$ cat config.mk
export PLATFORM = sky130hd
export DESIGN_NAME = seq_restoring_divider
export DESIGN_NICKNAME = d
export VERILOG_FILES = /design/src/rtl/cpu_div_pkg.sv /design/src/rtl/cla_subtractor.sv /design/src/rtl/seq_restoring_divider.sv
export SDC_FILE = /design/constraint.sdc
export NUM_CORES = 1
export LEC_CHECK = 0
export ABC_CLOCK_PERIOD_IN_PS = 6600
export BUFFER_PORTS_ARGS = -buffer_cell sky130_fd_sc_hd__buf_2
export CORE_MARGIN = 1.5
export CORE_UTILIZATION = 45
export DETAILED_ROUTE_END_ITERATION = 10
export PLACE_DENSITY = 0.62
export SETUP_SLACK_MARGIN = 0.15
export SKIP_CTS_REPAIR_TIMING = 1
export SLEW_MARGIN = 5
export SYNTH_ARGS = -nofsm -noshare
export SYNTH_HDL_FRONTEND = slang
export SYNTH_HIERARCHICAL = 1
export SYNTH_SLANG_ARGS = --single-unit
export TNS_END_PERCENT = 50
$ cat constraint.sdc
create_clock -name clk -period 6.6 [get_ports clk]
set_clock_uncertainty 0.1 [all_clocks]
set_input_delay 0.66 -clock clk [delete_from_list [all_inputs] [get_ports clk]]
set_output_delay 0.66 -clock clk [all_outputs]
set_load 0.005 [all_outputs]
$ cat src/rtl/cpu_div_pkg.sv
// ---------------------------------------------------------------------------
// cpu_div_pkg
//
// Purpose:
//     Shared definitions for the sequential restoring divider: the FSM state
//     encoding, the step-counter width helper and the quotient fill value
//     returned on a divide by zero.
//
// Contents:
//     div_state_e        DIV_IDLE / DIV_CALC / DIV_DONE
//     div_cnt_width()    step-counter width for a given operand width
//     DIV_ZERO_Q_BIT     bit replicated across the quotient on divide by zero
// ---------------------------------------------------------------------------
package cpu_div_pkg;

    typedef enum logic [1:0] {
        DIV_IDLE = 2'd0,
        DIV_CALC = 2'd1,
        DIV_DONE = 2'd2
    } div_state_e;

    // The counter must be able to hold WIDTH itself, hence the extra bit.
    function automatic int div_cnt_width(input int width);
        return $clog2(width) + 1;
    endfunction

    // Divide by zero yields an all-ones quotient for both signed and unsigned.
    localparam logic DIV_ZERO_Q_BIT = 1'b1;

endpackage : cpu_div_pkg

$ cat src/rtl/cla_subtractor.sv
// ---------------------------------------------------------------------------
// cla_subtractor
//
// Purpose:
//     Carry-lookahead subtractor computing a - b as a + ~b + 1. Bits are split
//     into GROUPSIZE-wide lookahead groups; group generate/propagate terms
//     produce the group carries, and each group then resolves its own bit
//     carries from its group carry-in. If WIDTH is not a multiple of
//     GROUPSIZE the operands are padded up to a whole number of groups.
//
// Parameters:
//     WIDTH      operand width in bits
//     GROUPSIZE  lookahead group width (1, 2, 4 or 8)
//
// Ports:
//     a       in   WIDTH  minuend
//     b       in   WIDTH  subtrahend
//     diff    out  WIDTH  a - b (modulo 2^WIDTH)
//     borrow  out  1      1 when a < b (inverse of the adder carry out)
// ---------------------------------------------------------------------------
module cla_subtractor #(
    parameter int WIDTH     = 33,
    parameter int GROUPSIZE = 4
) (
    input  logic [WIDTH-1:0] a,
    input  logic [WIDTH-1:0] b,
    output logic [WIDTH-1:0] diff,
    output logic             borrow
);

    localparam int NGROUPS = (WIDTH + GROUPSIZE - 1) / GROUPSIZE;
    localparam int PW      = NGROUPS * GROUPSIZE;

    logic [PW-1:0]      a_p;
    logic [PW-1:0]      b_inv;
    logic [PW-1:0]      gen;
    logic [PW-1:0]      prop;
    logic [PW-1:0]      sum_p;
    logic [NGROUPS-1:0] grp_g;
    logic [NGROUPS-1:0] grp_p;
    logic [NGROUPS:0]   grp_c;

    // Pad bits of a are 0 and of ~b are 1, so they only propagate the carry
    // out of the real top bit up to the final group carry.
    assign a_p   = PW'(a);
    assign b_inv = ~(PW'(b));
    assign gen   = a_p & b_inv;
    assign prop  = a_p ^ b_inv;

    always_comb begin
        logic gg;
        logic gp;
        logic cc;
        grp_g    = '0;
        grp_p    = '0;
        grp_c    = '0;
        sum_p    = '0;
        grp_c[0] = 1'b1;
        for (int k = 0; k < NGROUPS; k++) begin
            gg = 1'b0;
            gp = 1'b1;
            for (int i = 0; i < GROUPSIZE; i++) begin
                gg = gen[k*GROUPSIZE+i] | (prop[k*GROUPSIZE+i] & gg);
                gp = gp & prop[k*GROUPSIZE+i];
            end
            grp_g[k]   = gg;
            grp_p[k]   = gp;
            grp_c[k+1] = grp_g[k] | (grp_p[k] & grp_c[k]);
        end
        for (int k = 0; k < NGROUPS; k++) begin
            cc = grp_c[k];
            for (int i = 0; i < GROUPSIZE; i++) begin
                sum_p[k*GROUPSIZE+i] = prop[k*GROUPSIZE+i] ^ cc;
                cc = gen[k*GROUPSIZE+i] | (prop[k*GROUPSIZE+i] & cc);
            end
        end
    end

    assign diff   = sum_p[WIDTH-1:0];
    assign borrow = ~grp_c[NGROUPS];

    generate
        if (PW > WIDTH) begin : g_pad
            logic [PW-WIDTH-1:0] unused_sum_pad;
            assign unused_sum_pad = sum_p[PW-1:WIDTH];
        end
    endgenerate

endmodule : cla_subtractor

$ cat src/rtl/seq_restoring_divider.sv
// ---------------------------------------------------------------------------
// seq_restoring_divider
//
// Purpose:
//     Multi-cycle restoring integer divider with valid/ready handshakes on
//     both sides. One quotient bit is produced per cycle by a trial
//     subtraction through a carry-lookahead subtractor.
//
// Configuration:
//     DIV_SIGNED_EN  defined   : is_signed selects two's-complement division
//                                (magnitudes on entry, sign fix-up at the end)
//                    undefined : every operation is unsigned, is_signed ignored
//
// Parameters:
//     WIDTH      operand/result width (power of 2, >= 4)
//     GROUPSIZE  lookahead group width of the trial subtractor
//
// Ports:
//     clk          in   1      clock, rising edge
//     rst          in   1      synchronous reset, active-high
//     in_valid     in   1      operands valid
//     in_ready     out  1      divider idle, operands can be accepted
//     dividend     in   WIDTH  numerator
//     divisor      in   WIDTH  denominator
//     is_signed    in   1      two's-complement operation when set
//     out_valid    out  1      result valid, held until out_ready
//     out_ready    in   1      consumer takes result
//     quotient     out  WIDTH  quotient
//     remainder    out  WIDTH  remainder (sign follows dividend)
//     div_by_zero  out  1      result came from a zero divisor
// ---------------------------------------------------------------------------
module seq_restoring_divider
    import cpu_div_pkg::*;
#(
    parameter int WIDTH     = 32,
    parameter int GROUPSIZE = 4
) (
    input  logic             clk,
    input  logic             rst,
    input  logic             in_valid,
    output logic             in_ready,
    input  logic [WIDTH-1:0] dividend,
    input  logic [WIDTH-1:0] divisor,
    input  logic             is_signed,
    output logic             out_valid,
    input  logic             out_ready,
    output logic [WIDTH-1:0] quotient,
    output logic [WIDTH-1:0] remainder,
    output logic             div_by_zero
);

    localparam int             CW        = div_cnt_width(WIDTH);
    localparam logic [CW-1:0]  LAST_STEP = CW'(WIDTH - 1);
    localparam logic [CW-1:0]  CNT_ONE   = CW'(1);

    div_state_e       state_q, state_d;
    logic [CW-1:0]    count_q, count_d;
    logic [WIDTH-1:0] rem_q, rem_d;
    logic [WIDTH-1:0] quo_q, quo_d;
    logic [WIDTH-1:0] dvsr_q, dvsr_d;
    logic [WIDTH-1:0] quotient_q, quotient_d;
    logic [WIDTH-1:0] remainder_q, remainder_d;
    logic             dbz_q, dbz_d;

    logic             accept;
    logic             divisor_zero;
    logic [WIDTH-1:0] dividend_mag;
    logic [WIDTH-1:0] divisor_mag;
    logic [WIDTH:0]   trial_a;
    logic [WIDTH:0]   trial_diff;
    logic             trial_borrow;
    logic [WIDTH-1:0] step_rem;
    logic [WIDTH-1:0] step_quo;
    logic [WIDTH-1:0] q_final;
    logic [WIDTH-1:0] r_final;
    logic             unused_diff_msb;

    assign in_ready     = (state_q == DIV_IDLE);
    assign out_valid    = (state_q == DIV_DONE);
    assign accept       = in_valid & in_ready;
    assign divisor_zero = (divisor == '0);

    // The quotient register starts out holding the dividend; its MSB is the
    // next dividend bit to bring down into the partial remainder.
    assign trial_a = {rem_q, quo_q[WIDTH-1]};

    cla_subtractor #(
        .WIDTH     (WIDTH + 1),
        .GROUPSIZE (GROUPSIZE)
    ) u_trial_sub (
        .a      (trial_a),
        .b      ({1'b0, dvsr_q}),
        .diff   (trial_diff),
        .borrow (trial_borrow)
    );

    // On a borrow the shifted remainder is below the divisor, so its top bit
    // is zero and dropping it loses nothing; without a borrow the difference
    // is below the divisor and likewise fits in WIDTH bits.
    assign step_rem        = trial_borrow ? trial_a[WIDTH-1:0] : trial_diff[WIDTH-1:0];
    assign step_quo        = {quo_q[WIDTH-2:0], ~trial_borrow};
    assign unused_diff_msb = trial_diff[WIDTH];

`ifdef DIV_SIGNED_EN
    localparam logic [WIDTH-1:0] ONE = WIDTH'(1);

    logic dividend_neg;
    logic divisor_neg;
    logic neg_quo_q, neg_quo_d;
    logic neg_rem_q, neg_rem_d;

    assign dividend_neg = is_signed & dividend[WIDTH-1];
    assign divisor_neg  = is_signed & divisor[WIDTH-1];

    // The most negative value maps onto itself, which as an unsigned
    // magnitude is exactly right, so no overflow special case is needed.
    assign dividend_mag = dividend_neg ? (~dividend + ONE) : dividend;
    assign divisor_mag  = divisor_neg  ? (~divisor  + ONE) : divisor;
    assign q_final      = neg_quo_q ? (~step_quo + ONE) : step_quo;
    assign r_final      = neg_rem_q ? (~step_rem + ONE) : step_rem;

    // Sign fix-up flags are captured with the operands because the inputs
    // are free to change once the operation has been accepted.
    always_comb begin
        neg_quo_d = neg_quo_q;
        neg_rem_d = neg_rem_q;
        if (accept && !divisor_zero) begin
            neg_quo_d = dividend_neg ^ divisor_neg;
            neg_rem_d = dividend_neg;
        end
    end

    always_ff @(posedge clk) begin
        if (rst) begin
            neg_quo_q <= 1'b0;
            neg_rem_q <= 1'b0;
        end else begin
            neg_quo_q <= neg_quo_d;
            neg_rem_q <= neg_rem_d;
        end
    end
`else
    logic unused_is_signed;

    assign unused_is_signed = is_signed;
    assign dividend_mag     = dividend;
    assign divisor_mag      = divisor;
    assign q_final          = step_quo;
    assign r_final          = step_rem;
`endif

    // Next-state and datapath: a zero divisor skips straight to DONE, any
    // other operation runs exactly WIDTH trial steps, the last of which
    // also applies the sign fix-up and loads the result registers.
    always_comb begin
        state_d     = state_q;
        count_d     = count_q;
        rem_d       = rem_q;
        quo_d       = quo_q;
        dvsr_d      = dvsr_q;
        quotient_d  = quotient_q;
        remainder_d = remainder_q;
        dbz_d       = dbz_q;
        case (state_q)
            DIV_IDLE: begin
                if (accept) begin
                    if (divisor_zero) begin
                        quotient_d  = {WIDTH{DIV_ZERO_Q_BIT}};
                        remainder_d = dividend;
                        dbz_d       = 1'b1;
                        state_d     = DIV_DONE;
                    end else begin
                        rem_d   = '0;
                        quo_d   = dividend_mag;
                        dvsr_d  = divisor_mag;
                        count_d = '0;
                        dbz_d   = 1'b0;
                        state_d = DIV_CALC;
                    end
                end
            end
            DIV_CALC: begin
                rem_d   = step_rem;
                quo_d   = step_quo;
                count_d = count_q + CNT_ONE;
                if (count_q == LAST_STEP) begin
                    quotient_d  = q_final;
                    remainder_d = r_final;
                    count_d     = '0;
                    state_d     = DIV_DONE;
                end
            end
            DIV_DONE: begin
                if (out_ready) begin
                    state_d = DIV_IDLE;
                end
            end
            default: begin
                state_d = DIV_IDLE;
            end
        endcase
    end

    // State register; reset discards any operation in flight.
    always_ff @(posedge clk) begin
        if (rst) begin
            state_q     <= DIV_IDLE;
            count_q     <= '0;
            rem_q       <= '0;
            quo_q       <= '0;
            dvsr_q      <= '0;
            quotient_q  <= '0;
            remainder_q <= '0;
            dbz_q       <= 1'b0;
        end else begin
            state_q     <= state_d;
            count_q     <= count_d;
            rem_q       <= rem_d;
            quo_q       <= quo_d;
            dvsr_q      <= dvsr_d;
            quotient_q  <= quotient_d;
            remainder_q <= remainder_d;
            dbz_q       <= dbz_d;
        end
    end

    assign quotient    = quotient_q;
    assign remainder   = remainder_q;
    assign div_by_zero = dbz_q;

endmodule : seq_restoring_divider

Yosys cells after proc, flatten, opt, wreduce, memory -nomap -nowiden --
Cells that the tools add are included.
Storage, ports and cells: register bits 169, input bits 69, output and inout port bits 67, word-level logic and storage cells 232
Operators by class: $add $sub $neg 1, equality and inequality tests 8, mux-type cells 25, bitwise operators 182, reductions and logical operators 8
Operators by type and width (count):
- two-way mux 32 bit | 11
- one-hot mux 32 bit (2 select lines) | 4
- AND 1 bit | 86
- bitwise OR 1 bit | 60
- AND 33 x 36 -> 36 bit | 1
- inverter 32 -> 36 bit | 1
- XOR 33 x 36 -> 36 bit | 1
- logical NOT 32 bit | 1
- XOR 1 bit | 31
- two-way mux 6 bit | 3
- one-hot mux 6 bit (2 select lines) | 1
- AND reduction 3 bit | 3
- two-way mux 2 bit | 4
- adder 6 x 1 -> 6 bit (second input constant) | 1
- equality test 6 x 5 -> 1 bit (second input constant) | 1
- != test 2 x 1 -> 1 bit (second input constant) | 3
- one-hot mux 2 bit (3 select lines) | 1
- != test 2 bit (second input constant) | 2
- AND reduction 4 bit | 1
- equality test 2 x 1 -> 1 bit (second input constant) | 1
- equality test 2 bit (second input constant) | 1
- logical NOT 2 bit | 1
- inverter 1 bit | 2
- AND reduction 2 bit | 1
- other kinds (2) | 2

Logic depth before layout (Yosys ltp) --
Gate-level depths: netlist of run 1.
depth in word-level cells 31, mapped depth 16, depth with buffers taken out 16

Hierarchy --
Netlist of run 1, hierarchy kept.
By module, submodules not included:
- seq_restoring_divider | instances 1, cells an instance 821, area an instance 7150.6 um^2, sequential area each 3383.2 um^2
- cla_subtractor | instances 1, cells an instance 210, area an instance 1632.8 um^2, sequential area each 0.0 um^2

Least setup slack after synthesis of run 1 --
Ideal clock, no wire load.
path kind register to register, start point register quo_q[31], end point register remainder_q[19] (netlist: remainder[19]), library setup time 0.071 ns, arrival time 3.317 ns, data required time 6.429 ns, slack 3.112 ns, stages on the path, launching flop included 16, path buffers 0, period minus slack after synthesis 3.488 ns, cell sequence dfxtp_1 -> inv_1 -> ha_1 -> o21ai_0 -> a221oi_2 -> o21ai_1 -> nor2b_4 -> o31a_1 -> fa_1 -> fa_1 -> fa_1 -> xnor2_1 -> mux2i_1 -> a21oi_1 -> o21ai_0 -> a21oi_1
Between the ends: elaborated cells between the ends (all ways) 38, those cells by class 3 x mux; 35 x bitwise
RTL lines:
- start, declared | RTL line seq_restoring_divider.sv:59 | logic [WIDTH-1:0] quo_q, quo_d;
- start signal, assigned | RTL line seq_restoring_divider.sv:219 | quo_q <= quo_d;
- AND 33 x 36 -> 36 bit | RTL line cla_subtractor.sv:47 | assign gen = a_p & b_inv;
- AND 1 bit | RTL line cla_subtractor.sv:63 | gg = gen[k*GROUPSIZE+i] | (prop[k*GROUPSIZE+i] & gg);
- bitwise OR 1 bit | RTL line cla_subtractor.sv:63
- AND 1 bit | RTL line cla_subtractor.sv:63
- bitwise OR 1 bit | RTL line cla_subtractor.sv:63
- AND 1 bit | RTL line cla_subtractor.sv:63
- bitwise OR 1 bit | RTL line cla_subtractor.sv:63
- bitwise OR 1 bit (*) | RTL line cla_subtractor.sv:68 | grp_c[k+1] = grp_g[k] | (grp_p[k] & grp_c[k]);
- (+9 left out)
- bitwise OR 1 bit (*) | RTL line cla_subtractor.sv:74 | cc = gen[k*GROUPSIZE+i] | (prop[k*GROUPSIZE+i] & cc);
- AND 1 bit (*) | RTL line cla_subtractor.sv:74
- bitwise OR 1 bit (*) | RTL line cla_subtractor.sv:74
- XOR 1 bit (*) | RTL line cla_subtractor.sv:73 | sum_p[k*GROUPSIZE+i] = prop[k*GROUPSIZE+i] ^ cc;
- named net trial_diff[19] | RTL line seq_restoring_divider.sv:70 | logic [WIDTH:0] trial_diff;
- two-way mux 32 bit (*) | RTL line seq_restoring_divider.sv:100 | assign step_rem = trial_borrow ? trial_a[WIDTH-1:0] : trial_diff[WIDTH-1:0];
- two-way mux 32 bit (*) | RTL line seq_restoring_divider.sv:186 | if (count_q == LAST_STEP) begin
- one-hot mux 32 bit (2 select lines) (*) | RTL line seq_restoring_divider.sv:164 | case (state_q)
- end signal, assigned | RTL line seq_restoring_divider.sv:222 | remainder_q <= remainder_d;
- end, declared | RTL line seq_restoring_divider.sv:62 | logic [WIDTH-1:0] remainder_q, remainder_d;
The timed path passes the listed nets; every way through them passes the cells marked *. The select of a mux whose other input is x is not followed. A chain may end at the register's enable or synchronous reset.

Worst setup path after layout of run 1 --
start point register quo_q[31], end point register remainder_q[31] (netlist: remainder[31])
Between the ends: cells in the longest elaborated chain, start to end 30, elaborated cells between the ends (all ways) 38, those cells by class 3 x mux; 35 x bitwise
RTL lines (RTL line):
- AND 33 x 36 -> 36 bit | cla_subtractor.sv:47
- AND 1 bit | cla_subtractor.sv:63
- bitwise OR 1 bit | cla_subtractor.sv:63
- AND 1 bit | cla_subtractor.sv:63
- bitwise OR 1 bit | cla_subtractor.sv:63
- AND 1 bit | cla_subtractor.sv:63
- bitwise OR 1 bit | cla_subtractor.sv:63
- bitwise OR 1 bit (*) | cla_subtractor.sv:68
- (+15 left out)
- bitwise OR 1 bit (*) | cla_subtractor.sv:74
- AND 1 bit (*) | cla_subtractor.sv:74
- bitwise OR 1 bit (*) | cla_subtractor.sv:74
- XOR 1 bit (*) | cla_subtractor.sv:73
- named net trial_diff[31] | seq_restoring_divider.sv:70
- two-way mux 32 bit (*) | seq_restoring_divider.sv:100
- two-way mux 32 bit (*) | seq_restoring_divider.sv:186
- one-hot mux 32 bit (2 select lines) (*) | seq_restoring_divider.sv:164
Marked as above.

==> results of run 1 <==
worst max path at each step:
stage | from | slack (ns) | end | cells past startpoint
finish | quo_q[31] | 2.46 | remainder[31] | 16
global route | quo_q[31] | 2.22 | remainder[31] | 16
CTS | quo_q[31] | 2.46 | remainder[31] | 16
global placement | quo_q[31] | 2.56 | remainder[31] | 16
floorplan | quo_q[31] | 3.11 | remainder[19] | 15
detailed placement | quo_q[31] | 2.47 | remainder[31] | 16
report_power, final:
group          internal, mW  total [mW]  switching (mW)
Clock                 0.646        1.09           0.439
Combinational         0.125       0.307           0.182
Sequential             1.05        1.08          0.0304
tightest hold or removal path, cell delays in order (launching register included):
cell and delay [ns]:
dfxtp_1 0.31, nand3_1 0.06, a21oi_1 0.05
stage by stage:
step           worst slack, ns  total power, mW
2_1_floorplan             3.11             1.32
3_3_place_gp              2.56             1.41
3_5_place_dp              2.47             1.41
4_1_cts                   2.46             2.49
5_1_grt                   2.22             2.58
6_report                  2.46             2.48
cell type report:
type	count	area share (%)
multi-input cells	701	46.8
flip-flops and latches	169	33.3
repair buffers	145	7.43
clock buffers	18	4.32
well taps	260	3.20
inverters	84	3.10
clock inverters	14	1.93
state kept, by name, summed over array words and instances (netlist names):
| name | cells |
|---|---|
| quotient | 32 |
| state_q | 2 |
| quo_q | 32 |
| div_by_zero | 1 |
| remainder | 32 |
| rem_q | 32 |
| dvsr_q | 32 |
| count_q | 6 |
per-layer routing:
layer	vias up	global-route usage [%]	part of all wire [%]
met5	-	0	0
met2	223	34.1	44
met1	3502	33.2	49
met3	29	3.45	5.6
met4	0	7.60	1.6
li1	3729	-	-
placed cells by master (no fill, tap or decap), drive strengths merged, types with 28 or more instances in the layout:
cell       n
a21oi     87
a311oi    33
buf      145
dfxtp    169
ha        34
inv       86
mux2i     64
nand2     74
nand3     36
nor2     137
nor3      75
o21ai     40
o2bb2ai   28
==> results.py, run 1 <==
metrics = {
    "pwr": {
        "ir_drop_mv": 0.207,
        "p_per_area_nw_per_um2": 244,
        "p_leak_nw": 4.46,
    },
    "place": {
        "place_area_um2": 9540,
        "place_congestion": 0.785,
        "dpl.cell_count": 1359,
        "hpwlAfterDp_um": 15900,
        "port_buffers": 134,
    },
    "worst_setup_path": {
        "cp_max_fo": 4,
        "r2r_slack_ns": 2.46,
        "cp.arrival_ns": 4.41,
        "end_kind": "register",
        "crit_top_cell": "fa_1",
        "required_ns": 6.87,
        "max_stage_delay_ns": 0.43,
        "worstPathCellList": "inv_1, ha_1, o21ai_0, a221oi_2, o21ai_1, a21oi_1, nor4_1, fa_1, fa_1, fa_1, xnor2_1, mux2i_1, nor2_1, a21oi_1, a21o_1, a21oi_2",
        "cp-start-kind": "register",
        "crit_path_top_delay_cell": "fa_1",
        "cp_top_family": "adder cells",
        "r2r-end": "remainder[31]",
        "r2r_cells": 16,
        "path_class": "reg -> reg",
        "crit_buf_inv": 1,
        "worstReg2RegStart": "quo_q[31]",
    },
    "clock_network": {
        "clock_latency_ns": 0.44,
        "clk_pin_slew_ns": 0.07,
        "cts-root-buf": "clkbuf_16",
        "cts_max_level": 4,
        "cts_num_sinks": 169,
        "cts_tree": "yes",
        "clk_path_buf_depth": 2,
        "cts-buffers-inserted": 17,
    },
    "sta": {
        "drv_slew": 0,
        "max_freq_ghz": 0.242,
        "relSlewSlack_pct": 22.6,
        "period_needed_ns": 4.14,
        "final_hold_viol_count": 0,
        "period_share_pct": 62.7,
        "setup_violations": 0,
        "hold_slack_ns": 0.362,
        "tightest_slew_ns": 1.16,
        "tns_ns": 0,
        "rsz0062_at_grt": "false",
    },
    "yosys": {
        "syn_inst": 1030,
        "ys_warn_count": 6,
        "syn-cell-area_um2": 8780,
        "syn_area_per_cell_um2": 8.52,
        "synth_nets": 1157,
    },
    "global_routing": {
        "antenna_found_initial": 0,
        "track_usage_pct": 22.7,
        "grt_max_degree": 84,
        "grt_pass1_vias": 6810,
        "overflow": 0,
        "grt_pass1_wl_um": 36200,
    },
    "final_layout": {
        "n_antenna_cell": 0,
        "fin_cells": 1391,
        "fillCellCount": 1877,
        "multi_input_area_um2": 4760,
        "area_growth_pct": 15.8,
        "final_core_util_pct": 53.8,
        "drive_gt1_share_pct": 18.5,
        "seq_area_um2": 3380,
        "finalInstanceArea_um2": 10200,
        "fin_nets": 1245,
    },
    "floorplan": {
        "start_util_pct": 46.5,
        "die_x_um": 143,
        "dieHeight_um": 143,
        "coreArea_um2": 18900,
        "dieArea_um2": 20400,
        "rows": 50,
        "pin_count": 136,
    },
    "drt": {
        "wl_per_cell_um": 16.3,
        "ant_nets": 0,
        "drc": 0,
        "vias_per_cell": 5.38,
        "drt-initial-drc-count": 533,
        "via_count": 7483,
        "first_pass_iters": 5,
        "routed_wl_um": 22700,
    },
    "run_status": {
        "status": "completed",
    },
    "hold_path": {
        "min-delay-start": "remainder[15]",
        "min_path_type": "reg -> reg",
        "whs_endpoint": "remainder[15]",
        "hold_path_depth": 2,
    },
    "flow_run": {
        "cap_viol_max_count": 0,
    },
}
Power figures use the tool's default switching activity.
==> inputs of run 2 (changes only) <==
--- a/config.mk
+++ b/config.mk
@@ -5,7 +5,7 @@
 export SDC_FILE = /design/constraint.sdc
 export NUM_CORES = 1
 export LEC_CHECK = 0
-export ABC_CLOCK_PERIOD_IN_PS = 6600
+export ABC_CLOCK_PERIOD_IN_PS = 3900
 export BUFFER_PORTS_ARGS = -buffer_cell sky130_fd_sc_hd__buf_2
 export CORE_MARGIN = 1.5
 export CORE_UTILIZATION = 45
==> constraint.sdc (replaced) <==
create_clock -name clk -period 3.9 [get_ports clk]
set_clock_uncertainty 0.1 [all_clocks]
set_input_delay 0.39 -clock clk [delete_from_list [all_inputs] [get_ports clk]]
set_output_delay 0.39 -clock clk [all_outputs]
set_load 0.005 [all_outputs]
==> results.py, run 2 (same netlist as run 1, synthesis figures left out) <==
metrics = {
    "run_status": {
        "status": "completed",
    },
    "place": {
        "place_congestion": 0.827,
        "hpwlAfterDp_um": 16200,
        "dp_slack_ns": 0.0711,
        "port_buffers": 134,
    },
    "final_layout": {
        "fin_nets": 1264,
        "mostFrequentLayoutCells": "151 x dfxtp_1, 137 x nor2_1, 133 x buf_2",
        "n_antenna_cell": 0,
        "layout_commonest_cell": "dfxtp_1",
        "area_growth_pct": 20.7,
        "drive_gt1_share_pct": 24.3,
    },
    "clock_network": {
        "cts-buffers-inserted": 17,
        "cts_max_level": 4,
        "clk_path_buf_depth": 2,
        "cts_num_sinks": 169,
        "clk_pin_slew_ns": 0.07,
        "cts_tree": "yes",
        "cts-root-buf": "clkbuf_16",
        "clock_latency_ns": 0.43,
    },
    "sta": {
        "setup_violations": 0,
        "tns_ns": 0,
        "relSlewSlack_pct": 44.1,
        "period_needed_ns": 3.65,
        "setup_ws_ns": 0.253,
        "tightest_slew_ns": 0.838,
        "drv_slew": 0,
        "rsz0062_at_grt": "true",
        "max_freq_ghz": 0.274,
        "period_share_pct": 93.5,
        "final_hold_viol_count": 0,
    },
    "drt": {
        "ant_nets": 0,
        "routed_wl_um": 23200,
        "wl_per_cell_um": 16.5,
        "vias_per_cell": 5.40,
        "via_count": 7621,
        "first_pass_iters": 5,
        "drt-initial-drc-count": 464,
        "drc": 0,
    },
    "pwr": {
        "p_per_area_nw_per_um2": 379,
        "p_leak_nw": 4.55,
        "ir_drop_mv": 0.308,
    },
    "global_routing": {
        "track_usage_pct": 22.7,
        "antenna_found_initial": 0,
        "grt_pass1_vias": 6940,
        "grt_max_degree": 84,
        "grt_pass1_wl_um": 36200,
        "overflow": 0,
    },
    "worst_setup_path": {
        "path_class": "reg -> reg",
        "end_kind": "register",
        "cp-start-kind": "register",
        "cp.arrival_ns": 3.84,
        "cp_max_fo": 3,
        "r2r_cells": 15,
        "required_ns": 4.09,
    },
    "floorplan": {
        "pin_count": 136,
        "die_x_um": 143,
        "rows": 50,
        "coreArea_um2": 18900,
        "dieArea_um2": 20400,
        "start_util_pct": 46.5,
        "dieHeight_um": 143,
    },
    "hold_path": {
        "hold_path_depth": 3,
        "min_path_type": "in -> reg",
    },
    "flow_run": {
        "cap_viol_max_count": 0,
    },
}
-- run 2: changes by cell type in the layout (fill, tap and decap cells not counted), sizes merged --
cell | before | now
buf | 145 | 164
clkbuf | 18 | 23
bufinv | 4 | 0
clkinv | 5 | 1
clkinvlp | 3 | 7
inv | 86 | 85
-- run 2: power by group --
group          total (mW)  switching [mW]  internal [mW]  leakage (nW)
Combinational       0.584           0.336          0.249          2.92
Clock                1.60           0.716          0.884         0.250
Sequential           1.84          0.0493           1.79          1.38
Total                4.02            1.10           2.92          4.55
-- run 2: cell type report --
type                    count  area, um^2
flip-flops and latches    169        3410
inverters                  84         315
clock inverters             9        66.3
fillers                  1789        8300
multi-input cells         701        5030
repair buffers            164         961
clock buffers              23         488
well taps                 260         325
-- run 2: metrics by stage --
step	hold slack [ns]	cell area, um^2	utilization [%]	instances	total power [mW]
3_5_place_dp	0.355	9690	51.3	1371	2.40
3_3_place_gp	0.349	9690	51.3	1371	2.39
5_1_grt	0.127	10600	56.1	1410	4.19
2_1_floorplan	0.360	8780	-	1030	2.24
6_report	0.119	10600	56.1	1410	4.02
4_1_cts	0.109	10200	54.2	1403	3.99
-- run 2: final timing paths --
path	from	to	slack (ns)
worst max-delay path	dvsr_q[7]	remainder[18]	0.25
worst min-delay path	divisor[11]	dvsr_q[11]	0.12
worst max register to register	dvsr_q[7]	remainder[18]	0.25
worst min register to register	remainder[0]	remainder[0]	0.36
-- run 2: critical path, cell delays in order, from the launching register on --
cell      delay, ns
dfxtp_2        0.34
inv_2          0.04
ha_4           0.27
nand4_1        0.15
a221oi_4       0.26
o21ai_2        0.13
nor2b_4        0.15
o31a_1         0.27
fa_2           0.41
fa_2           0.40
fa_2           0.53
inv_1          0.04
mux2i_1        0.17
a21oi_1        0.09
o21ai_1        0.11
a21oi_1        0.07
-- run 2: layer usage --
metal | vias up | part of all wire [%] | GRT usage [%]
li1 | 3781 | - | -
met3 | 27 | 4.9 | 3.35
met2 | 187 | 45 | 35.2
met4 | 0 | 1.3 | 6.78
met1 | 3626 | 49 | 32.7
met5 | - | 0 | 0
